==> src/rtl/fir_mac_pkg.sv <==
// Shared types and helpers for the time-multiplexed FIR MAC sequencer.
// Holds the state encoding, the default data width and the product scaling helper.
package fir_mac_pkg;

    localparam int DW_DEF   = 8;
    localparam int PROD_MAX = 64;

    typedef enum logic [1:0] {
        IDLE = 2'd0,
        MAC  = 2'd1,
        DONE = 2'd2
    } state_t;

    // Fixed-point rescale of a sign-extended full-precision product.
    function automatic logic signed [PROD_MAX-1:0] scale_product(
        input logic signed [PROD_MAX-1:0] prod,
        input int                         frac
    );
        return prod >>> frac;
    endfunction

endpackage

==> src/rtl/fir_mac_sequencer_if.sv <==
// Sample, coefficient and result handshake bundle for fir_mac_sequencer.
// The master side is the sample source / result sink; the slave side is the sequencer.
interface fir_mac_sequencer_if #(
    parameter int DW = 8,
    parameter int AW = 2
);
    logic                 in_valid;
    logic                 in_ready;
    logic signed [DW-1:0] in_data;
    logic                 coef_we;
    logic [AW-1:0]        coef_addr;
    logic signed [DW-1:0] coef_wdata;
    logic                 coef_err;
    logic                 out_valid;
    logic                 out_ready;
    logic signed [DW-1:0] out_data;
    logic                 busy;

    modport master (
        output in_valid, in_data, coef_we, coef_addr, coef_wdata, out_ready,
        input  in_ready, coef_err, out_valid, out_data, busy
    );

    modport slave (
        input  in_valid, in_data, coef_we, coef_addr, coef_wdata, out_ready,
        output in_ready, coef_err, out_valid, out_data, busy
    );
endinterface

==> src/rtl/fir_tap_mult.sv <==
// Single shared tap multiplier: full-precision signed product, arithmetic
// shift by FRAC_BITS, then wrap-around truncation back to DW bits.
module fir_tap_mult
    import fir_mac_pkg::*;
#(
    parameter int DW        = DW_DEF,
    parameter int FRAC_BITS = 0
) (
    input  logic signed [DW-1:0] i_a,
    input  logic signed [DW-1:0] i_b,
    output logic signed [DW-1:0] o_p
);

    logic signed [2*DW-1:0] w_prod;

    assign w_prod = i_a * i_b;
    assign o_p    = DW'(scale_product(PROD_MAX'(w_prod), FRAC_BITS));

endmodule

==> src/rtl/fir_mac_sequencer.sv <==
// Time-multiplexed FIR: one sample per handshake, then one MAC step per cycle
// through a shared multiplier and DW-bit wrap-around adder; owns the coefficient table.
module fir_mac_sequencer
    import fir_mac_pkg::*;
#(
    parameter int DW        = DW_DEF,
    parameter int TAPS      = 4,
    parameter int FRAC_BITS = 0
) (
    input  logic              clk,
    input  logic              rst,
    fir_mac_sequencer_if.slave bus
);

    localparam int            AW       = $clog2(TAPS);
    localparam logic [AW-1:0] IDX_LAST = AW'(TAPS - 1);

    state_t               r_state;
    logic [AW-1:0]        r_idx;
    logic signed [DW-1:0] r_acc;
    logic signed [DW-1:0] r_x    [TAPS];
    logic signed [DW-1:0] r_coef [TAPS];
    logic                 r_in_ready;
    logic                 r_busy;
    logic                 r_out_valid;
    logic signed [DW-1:0] r_out_data;
    logic                 r_coef_err;

    logic                 w_accept;
    logic                 w_coef_wr;
    logic signed [DW-1:0] w_prod;
    logic signed [DW-1:0] w_sum;

    assign w_accept  = bus.in_valid & r_in_ready;
    assign w_coef_wr = bus.coef_we & (r_state == IDLE);
    assign w_sum     = r_acc + w_prod;

    fir_tap_mult #(
        .DW        (DW),
        .FRAC_BITS (FRAC_BITS)
    ) u_mult (
        .i_a (r_x[r_idx]),
        .i_b (r_coef[r_idx]),
        .o_p (w_prod)
    );

    // Delay line and coefficient table, one register per tap.
    generate
        for (genvar gi = 0; gi < TAPS; gi++) begin : g_tap
            always_ff @(posedge clk or posedge rst) begin
                if (rst) begin
                    r_x[gi] <= '0;
                end else if (w_accept) begin
                    if (gi == 0) begin
                        r_x[gi] <= bus.in_data;
                    end else begin
                        r_x[gi] <= r_x[(gi == 0) ? 0 : gi - 1];
                    end
                end
            end

            always_ff @(posedge clk or posedge rst) begin
                if (rst) begin
                    r_coef[gi] <= '0;
                end else if (w_coef_wr && (bus.coef_addr == AW'(gi))) begin
                    r_coef[gi] <= bus.coef_wdata;
                end
            end
        end
    endgenerate

    // The result is registered on the last MAC edge, so out_valid is visible
    // right after it and a ready sink frees the engine on the following edge.
    always_ff @(posedge clk or posedge rst) begin
        if (rst) begin
            r_state     <= IDLE;
            r_idx       <= '0;
            r_acc       <= '0;
            r_in_ready  <= 1'b1;
            r_busy      <= 1'b0;
            r_out_valid <= 1'b0;
            r_out_data  <= '0;
            r_coef_err  <= 1'b0;
        end else begin
            r_coef_err <= bus.coef_we & (r_state != IDLE);
            case (r_state)
                IDLE: begin
                    if (w_accept) begin
                        r_acc      <= '0;
                        r_idx      <= '0;
                        r_in_ready <= 1'b0;
                        r_busy     <= 1'b1;
                        r_state    <= MAC;
                    end
                end
                MAC: begin
                    r_acc <= w_sum;
                    if (r_idx == IDX_LAST) begin
                        r_out_valid <= 1'b1;
                        r_out_data  <= w_sum;
                        r_state     <= DONE;
                    end else begin
                        r_idx <= r_idx + 1'b1;
                    end
                end
                DONE: begin
                    if (bus.out_ready) begin
                        r_out_valid <= 1'b0;
                        r_in_ready  <= 1'b1;
                        r_busy      <= 1'b0;
                        r_state     <= IDLE;
                    end
                end
                default: begin
                    r_out_valid <= 1'b0;
                    r_in_ready  <= 1'b1;
                    r_busy      <= 1'b0;
                    r_state     <= IDLE;
                end
            endcase
        end
    end

    assign bus.in_ready  = r_in_ready;
    assign bus.busy      = r_busy;
    assign bus.out_valid = r_out_valid;
    assign bus.out_data  = r_out_data;
    assign bus.coef_err  = r_coef_err;

endmodule
==> src/flat_wrapper.sv <==
// flat-port wrapper written by rule: the top's interface ports become plain ports
module fir_mac_sequencer_flat import fir_mac_pkg::*;
#(
    parameter int DW        = DW_DEF,
    parameter int TAPS      = 4,
    parameter int FRAC_BITS = 0
)
  (clk, rst, bus_in_valid, bus_in_data, bus_coef_we, bus_coef_addr, bus_coef_wdata, bus_out_ready, bus_in_ready, bus_coef_err, bus_out_valid, bus_out_data, bus_busy);
  fir_mac_sequencer_if #(.DW(DW)) bus_i ();
  input  logic clk;
  input  logic rst;
  input wire logic [$bits(bus_i.in_valid)-1:0] bus_in_valid;
  input wire logic [$bits(bus_i.in_data)-1:0] bus_in_data;
  input wire logic [$bits(bus_i.coef_we)-1:0] bus_coef_we;
  input wire logic [$bits(bus_i.coef_addr)-1:0] bus_coef_addr;
  input wire logic [$bits(bus_i.coef_wdata)-1:0] bus_coef_wdata;
  input wire logic [$bits(bus_i.out_ready)-1:0] bus_out_ready;
  output wire logic [$bits(bus_i.in_ready)-1:0] bus_in_ready;
  output wire logic [$bits(bus_i.coef_err)-1:0] bus_coef_err;
  output wire logic [$bits(bus_i.out_valid)-1:0] bus_out_valid;
  output wire logic [$bits(bus_i.out_data)-1:0] bus_out_data;
  output wire logic [$bits(bus_i.busy)-1:0] bus_busy;
  assign bus_i.in_valid = bus_in_valid;
  assign bus_i.in_data = bus_in_data;
  assign bus_i.coef_we = bus_coef_we;
  assign bus_i.coef_addr = bus_coef_addr;
  assign bus_i.coef_wdata = bus_coef_wdata;
  assign bus_i.out_ready = bus_out_ready;
  assign bus_in_ready = bus_i.in_ready;
  assign bus_coef_err = bus_i.coef_err;
  assign bus_out_valid = bus_i.out_valid;
  assign bus_out_data = bus_i.out_data;
  assign bus_busy = bus_i.busy;
  fir_mac_sequencer #(.DW(DW), .TAPS(TAPS), .FRAC_BITS(FRAC_BITS)) u_core (.clk(clk), .rst(rst), .bus(bus_i));
endmodule
==> config.mk <==
export PLATFORM = sky130hd
export DESIGN_NAME = fir_mac_sequencer_flat
export DESIGN_NICKNAME = d
export VERILOG_FILES = /design/src/rtl/fir_mac_pkg.sv /design/src/rtl/fir_mac_sequencer_if.sv /design/src/rtl/fir_tap_mult.sv /design/src/rtl/fir_mac_sequencer.sv /design/src/flat_wrapper.sv
export SDC_FILE = /design/constraint.sdc
export NUM_CORES = 1
export LEC_CHECK = 0
export ABC_AREA = 1
export CORE_MARGIN = 1.5
export CORE_UTILIZATION = 57
export CTS_CLUSTER_SIZE = 24
export DETAILED_ROUTE_END_ITERATION = 6
export PLACE_DENSITY_LB_ADDON = 0.12
export SETUP_SLACK_MARGIN = 0.2
export SLEW_MARGIN = 0
export SYNTH_ARGS = -nofsm -noshare
export SYNTH_HDL_FRONTEND = slang
export SYNTH_HIERARCHICAL = 1
export SYNTH_SLANG_ARGS = --single-unit
==> constraint.sdc <==
create_clock -name clk -period 13.8 [get_ports clk]
set_clock_uncertainty 0.1 [all_clocks]
set_input_delay 2.76 -clock clk [delete_from_list [all_inputs] [get_ports clk]]
set_output_delay 2.76 -clock clk [all_outputs]
set_load 0.01 [all_outputs]
---- After elaboration in Yosys (flattened, before gate mapping) ----
Index checks and enable logic that the tools add are counted.
cells by class
  equal/unequal tests ..................... 10
  bitwise logic cells ..................... 6
  add/sub/neg operators ................... 2
  reduce and logical (&&, ||, !) cells .... 14
  multipliers ............................. 1
  $lt $le $gt $ge ......................... 1
  multiplexer cells ....................... 23
operator list
  operator             number
  $mux 8               5
  $bmux 8 s2           2
  $pmux 8 s2           1
  $reduce_and 3->1     4
  $mux 2               5
  $pmux 1 s3           3
  $add 8x8->8          1
  $eq 2x2->1 const B   4
  $mul 8x8->8          1
  $pmux 2 s3           1
  $mux 1               5
  $eq 2x1->1 const B   2
  $logic_and 1x1->1    4
  $logic_not 2->1      2
  $ne 2x1->1 const B   2
  $ne 2x2->1 const B   2
  $pmux 2 s2           1
  $reduce_and 2->1     2
  $reduce_bool 2->1    2
  $and 1x1->1          3
  $ge 3x3->1 const B   1
  $not 2->3            1
  $add 2x1->2 const B  1
  $not 1->1            2
word-level totals
  bits in registers ....................... 88
  word-level logic and storage cells ...... 73

---- Logic depth before layout (Yosys ltp) ----
  word-level depth ........................ 7
  gate-level depth with buffers ........... 31

---- Cells and area by module ----
Netlist, hierarchy kept.
by module, submodules not included
  module             instances  cells an instance  area an instance (µm²)
  fir_mac_sequencer  1          489                4120.2
  fir_tap_mult       1          182                1128.6

---- Worst setup path after synthesis ----
OpenSTA, ideal clock, no wires.
  kind .................................... register -> register
  start ................................... register u_core.r_idx[1]
  end ..................................... register u_core.r_acc[7]
  path buffers ............................ 1
  arrival time ............................ 4910 ps
  cell stages (with the launch flop) ...... 26
  library setup time ...................... 118 ps
  data required time ...................... 13582 ps
  period minus slack after synthesis ...... 5127 ps
  slack ................................... 8673 ps
  cells stage by stage .................... dfrtp_1 > inv_1 > clkbuf_1 > o21ai_0 > o21ai_0 > nand2_1 > fa_1 > inv_1 > fa_1 > fa_1 > inv_1 > fa_1 > inv_1 > ha_1 > a21oi_1 > nand2_1 > xor2_1 > nand3_1 > nand2_2 > inv_2 > nand2_1 > nand2_1 > xnor2_1 > nand3_1 > nand3_1 > nand2_1
on the way
  cells in the longest elaborated chain, start to end .. 7
  elaborated cells between the ends (all ways) .. 10
  those cells by class .................... add/sub (1); mul (1); mux (7); bitwise (1)
RTL lines
  element                                  RTL line                                          RTL
  start: declaration                       fir_mac_sequencer.sv:19                           logic [AW-1:0] r_idx;
  start signal: assignment                 fir_mac_sequencer.sv:103                          r_idx <= r_idx + 1'b1;
  $not 2->3 (implied by the code) *        fir_mac_sequencer.sv:42, fir_mac_sequencer.sv:43
  $bmux 8 s2 (on tied branches)            fir_mac_sequencer.sv:42, fir_mac_sequencer.sv:43
  $mux 8 (on tied branches) (2 in series)  fir_mac_sequencer.sv:42, fir_mac_sequencer.sv:43
  $mul 8x8->8 *                            fir_tap_mult.sv:16                                assign w_prod = i_a * i_b;
  via u_core.w_prod[7]                     fir_mac_sequencer.sv:31                           logic signed [DW-1:0] w_prod;
  $add 8x8->8 *                            fir_mac_sequencer.sv:36                           assign w_sum = r_acc + w_prod;
  $pmux 8 s2 *                             fir_mac_sequencer.sv:86                           case (r_state)
  end signal: assignment                   fir_mac_sequencer.sv:97                           r_acc <= w_sum;
  end: declaration                         fir_mac_sequencer.sv:20                           logic signed [DW-1:0] r_acc;
The timed path passes the listed nets; every way through them passes the cells marked *. The select of a mux whose other input is x is not followed.
A chain may end at the register's enable or synchronous reset.

---- Worst setup path after layout ----
  start ................................... register u_core.r_idx[0]
  end ..................................... register u_core.r_acc[7]
Same word-level chain as after synthesis.

==> results.json <==
{
  "gr-total-overflow": 0,
  "timing.slew.headroom": 0.2959,
  "tritoncts": "built",
  "post_drt_via_cell_ratio": 5.288,
  "cts_made_buffers": 9,
  "report.final.hold_viol_count": 0,
  "slowest_stage": "inv_1",
  "post_synth_xor_area_fraction": 0.01144,
  "max_freq_mhz": 156.9,
  "cts_root_buf": "clkbuf_8",
  "critical_path_arrival_ns": 6.53,
  "synth.area.mux_share": 0,
  "worst_path_buf_inv": 5,
  "maximum_number_of_pins_on_one_net_before_global_route_repair": 48,
  "ys.warnings.count": 6,
  "cts.repair.resized": 0,
  "grt_pass1_wl_mm": 19.15,
  "critical_path_s_most_frequent_cell": "nand2_1",
  "report.final.slew_viol_count": 0,
  "grt_antenna_before_repair": 0,
  "mostFrequentLayoutCells": "nand2_1, inv_1, o21ai_0, dfrtp_1",
  "die-area_sq_mm": 0.009793,
  "grt_pass1_vias": 4246,
  "rows": 34,
  "die-width_um": 98.96,
  "drv.max_cap_violation_count": 0,
  "final_layout_size_suffix_gt1_frac": 0.07133,
  "count_of_boundary_i_o_pins": 35,
  "detail_route.wirelength_mm": 10.89,
  "dpl.hpwl_mm": 7.981,
  "netlist-cell-type-count": 34,
  "worst_path_largest_cell_delay_ns": 0.91,
  "layout.nets": 759,
  "routabilityCongestion": 0.8906,
  "timing_worst_setup_path_type": "flip-flop to flip-flop",
  "layout_commonest_cell": "nand2_1",
  "outcome": "finished with violations",
  "syn_inst": 671,
  "rsz0062_at_grt": "false",
  "wl_per_cell_um": 13.46,
  "global_routing_usage_summed_across_all_routing_layers": 0.2443,
  "syn-num-nets": 734,
  "post_cts_hold_buffer_count": 0,
  "synth_fa_ha_area_frac": 0.1139,
  "antenna_cells": 0,
  "area_of_combinational_cells_with_multiple_inputs_sq_mm": 0.002500,
  "clk_pin_slew_ns": 0.09,
  "drtAntennaViolNets": 0,
  "share_of_synthesized_cell_area_in_and_or_nand_and_nor_gates": 0.2229,
  "holdCritPathClass": "flip-flop to flip-flop",
  "required_time_of_the_worst_setup_path_ns": 13.96,
  "postSynthAreaPerCell_sq_um": 7.822,
  "fp.dieH_um": 98.96,
  "crit_fanout": 42,
  "main_combinational_cell_family_by_area_after_synthesis": "simple AND/OR/NAND/NOR gates",
  "period_minus_slack_ns": 6.373,
  "endpoint_kind": "flip-flop",
  "htreeDepth": 3,
  "worst_pin_slew_ns": 1.055,
  "area_growth_syn_to_layout_pct": 10.54,
  "nFillCells": 766,
  "drc_errors": 2,
  "finalSetupTns_ns": 0,
  "violations": "design-rule violations",
  "total_number_of_vias": 4278,
  "cts.sinks": 88,
  "synth_compound_area_frac": 0.1280,
  "worstPathCellList": "inv_1, o21ai_0, o21ai_0, nand2_1, fa_1, inv_1, fa_1, fa_1, inv_1, fa_1, inv_1, ha_1, a21oi_1, nand2_1, xor2_1, nand3_1, nand2_2, inv_2, nand2_1, nand2_1, xnor2_1, nand3_1, nand3_1, nand2_1",
  "post_route_fraction_of_the_period_consumed_by_the_critical_path": 0.4618,
  "regArea_sq_mm": 0.002203,
  "initial_utilization": 0.5960,
  "postCtsSetupRepairBufs": 0,
  "cts.path.max_buffers": 2,
  "setup_viol_count_final": 0,
  "clkLatencyLatePin_ns": 0.36,
  "number_of_optimization_iterations_in_the_first_detailed_route_pass": 6,
  "synthesis.area_sq_mm": 0.005249,
  "synth.ff_latch_count": 88,
  "drtIter0Drc": 213,
  "ys_seq_area_frac": 0.4198,
  "portBuffers": 34,
  "start_kind": "flip-flop",
  "top_cell_family_by_delay_on_the_critical_path": "adder cells",
  "core-area_sq_mm": 0.008806
}
-- worst reg2reg max path: cells and delay by family (launching register included) --
kind	cells	cell delay [ns]
flops	1	0.66
fa+ha+maj	5	2.27
buf+inv	5	1.12
compound gates	3	0.92
xor+xnor	2	0.38
simple gates	9	0.83
-- cell families (layout without fill, tap and decap cells) --
| kind of cell | Yosys count | after routing |
|---|---|---|
| and+or+nand+nor | 281 | 281 |
| buffers and inverters | 131 | 161 |
| AOI/OAI and AO/OA | 125 | 125 |
| DFF | 88 | 88 |
| adders and majority gates | 40 | 40 |
| xor gates and xnor gates | 6 | 6 |
-- cells in the mapped netlist, drive strengths merged --
cell type | instances | area share
o21a | 1 | 0.0014
or2 | 3 | 0.0036
fa | 13 | 0.050
nor3 | 2 | 0.0041
clkinv | 3 | 0.0021
nand2 | 209 | 0.16
buf | 11 | 0.018
xor2 | 3 | 0.0064
o21ai | 105 | 0.11
ha | 27 | 0.064
a21oi | 11 | 0.010
and2 | 1 | 0.0012
clkbuf | 11 | 0.0079
dfrtp | 87 | 0.41
xnor2 | 3 | 0.0050
dfstp | 1 | 0.0050
nor2 | 35 | 0.026
nand3b | 2 | 0.0029
o22ai | 8 | 0.0095
inv | 106 | 0.076
nand3 | 29 | 0.030
-- routing by layer --
layer  vias to the layer above  wire (um)  global-route usage
met5                         -          0                   0
met4                         0        218             0.08352
met3                        19        348             0.02837
met2                        91       5125              0.4021
met1                      2022       5200              0.3385
li1                       2146          -                   -
-- metrics by stage --
| stage | hold WS, ns | worst slack (ns) | util | area [sq um] | cells |
|---|---|---|---|---|---|
| after floorplan | 0.3478 | 8.663 | - | 5249 | 671 |
| after global placement | 0.3625 | 7.629 | 0.6364 | 5604 | 793 |
| after global routing | 0.4173 | 6.708 | 0.6589 | 5802 | 809 |
| after CTS | 0.3844 | 7.443 | 0.6589 | 5802 | 809 |
| after detailed placement | 0.3630 | 7.460 | 0.6364 | 5604 | 793 |
| final | 0.3862 | 7.427 | 0.6589 | 5802 | 809 |
-- flip-flops by register name, summed over array words and instances, names as in the netlist --
signal                flops
u_core/bus.busy           1
u_core/r_x               32
u_core/r_coef            32
u_core/r_acc              8
u_core/r_state            2
u_core/bus.coef_err       1
u_core/bus.out_data       8
u_core/bus.out_valid      1
u_core/bus.in_ready       1
u_core/r_idx              2
-- final cells by class --
| cell class | count | share of cell area |
|---|---|---|
| Timing Repair Buffer | 36 | 0.06125 |
| Inverter | 109 | 0.07074 |
| Sequential cell | 88 | 0.3798 |
| Multi-Input combinational cell | 452 | 0.4309 |
| Clock buffer | 11 | 0.02609 |
| Clock inverter | 5 | 0.007979 |
| Tap cell | 108 | 0.02329 |
-- worst paths after layout --
| path | start | to | slack [ns] | cells past startpoint |
|---|---|---|---|---|
| setup / recovery | u_core/r_idx[0] | u_core/r_acc[7] | 7.43 | 24 |
| hold / removal | u_core/r_coef[20] | u_core/r_coef[20] | 0.39 | 2 |
| setup reg to reg | u_core/r_idx[0] | u_core/r_acc[7] | 7.43 | 24 |
| hold reg to reg | u_core/r_coef[20] | u_core/r_coef[20] | 0.39 | 2 |
| max in group asynchronous | rst | u_core/r_coef[4] | 9.83 | 3 |
| min in group asynchronous | rst | u_core/r_x[1] | 2.73 | 2 |
Power is not shown: default switching activity piles up to over one toggle a cycle in this logic, so the estimate is an artifact.
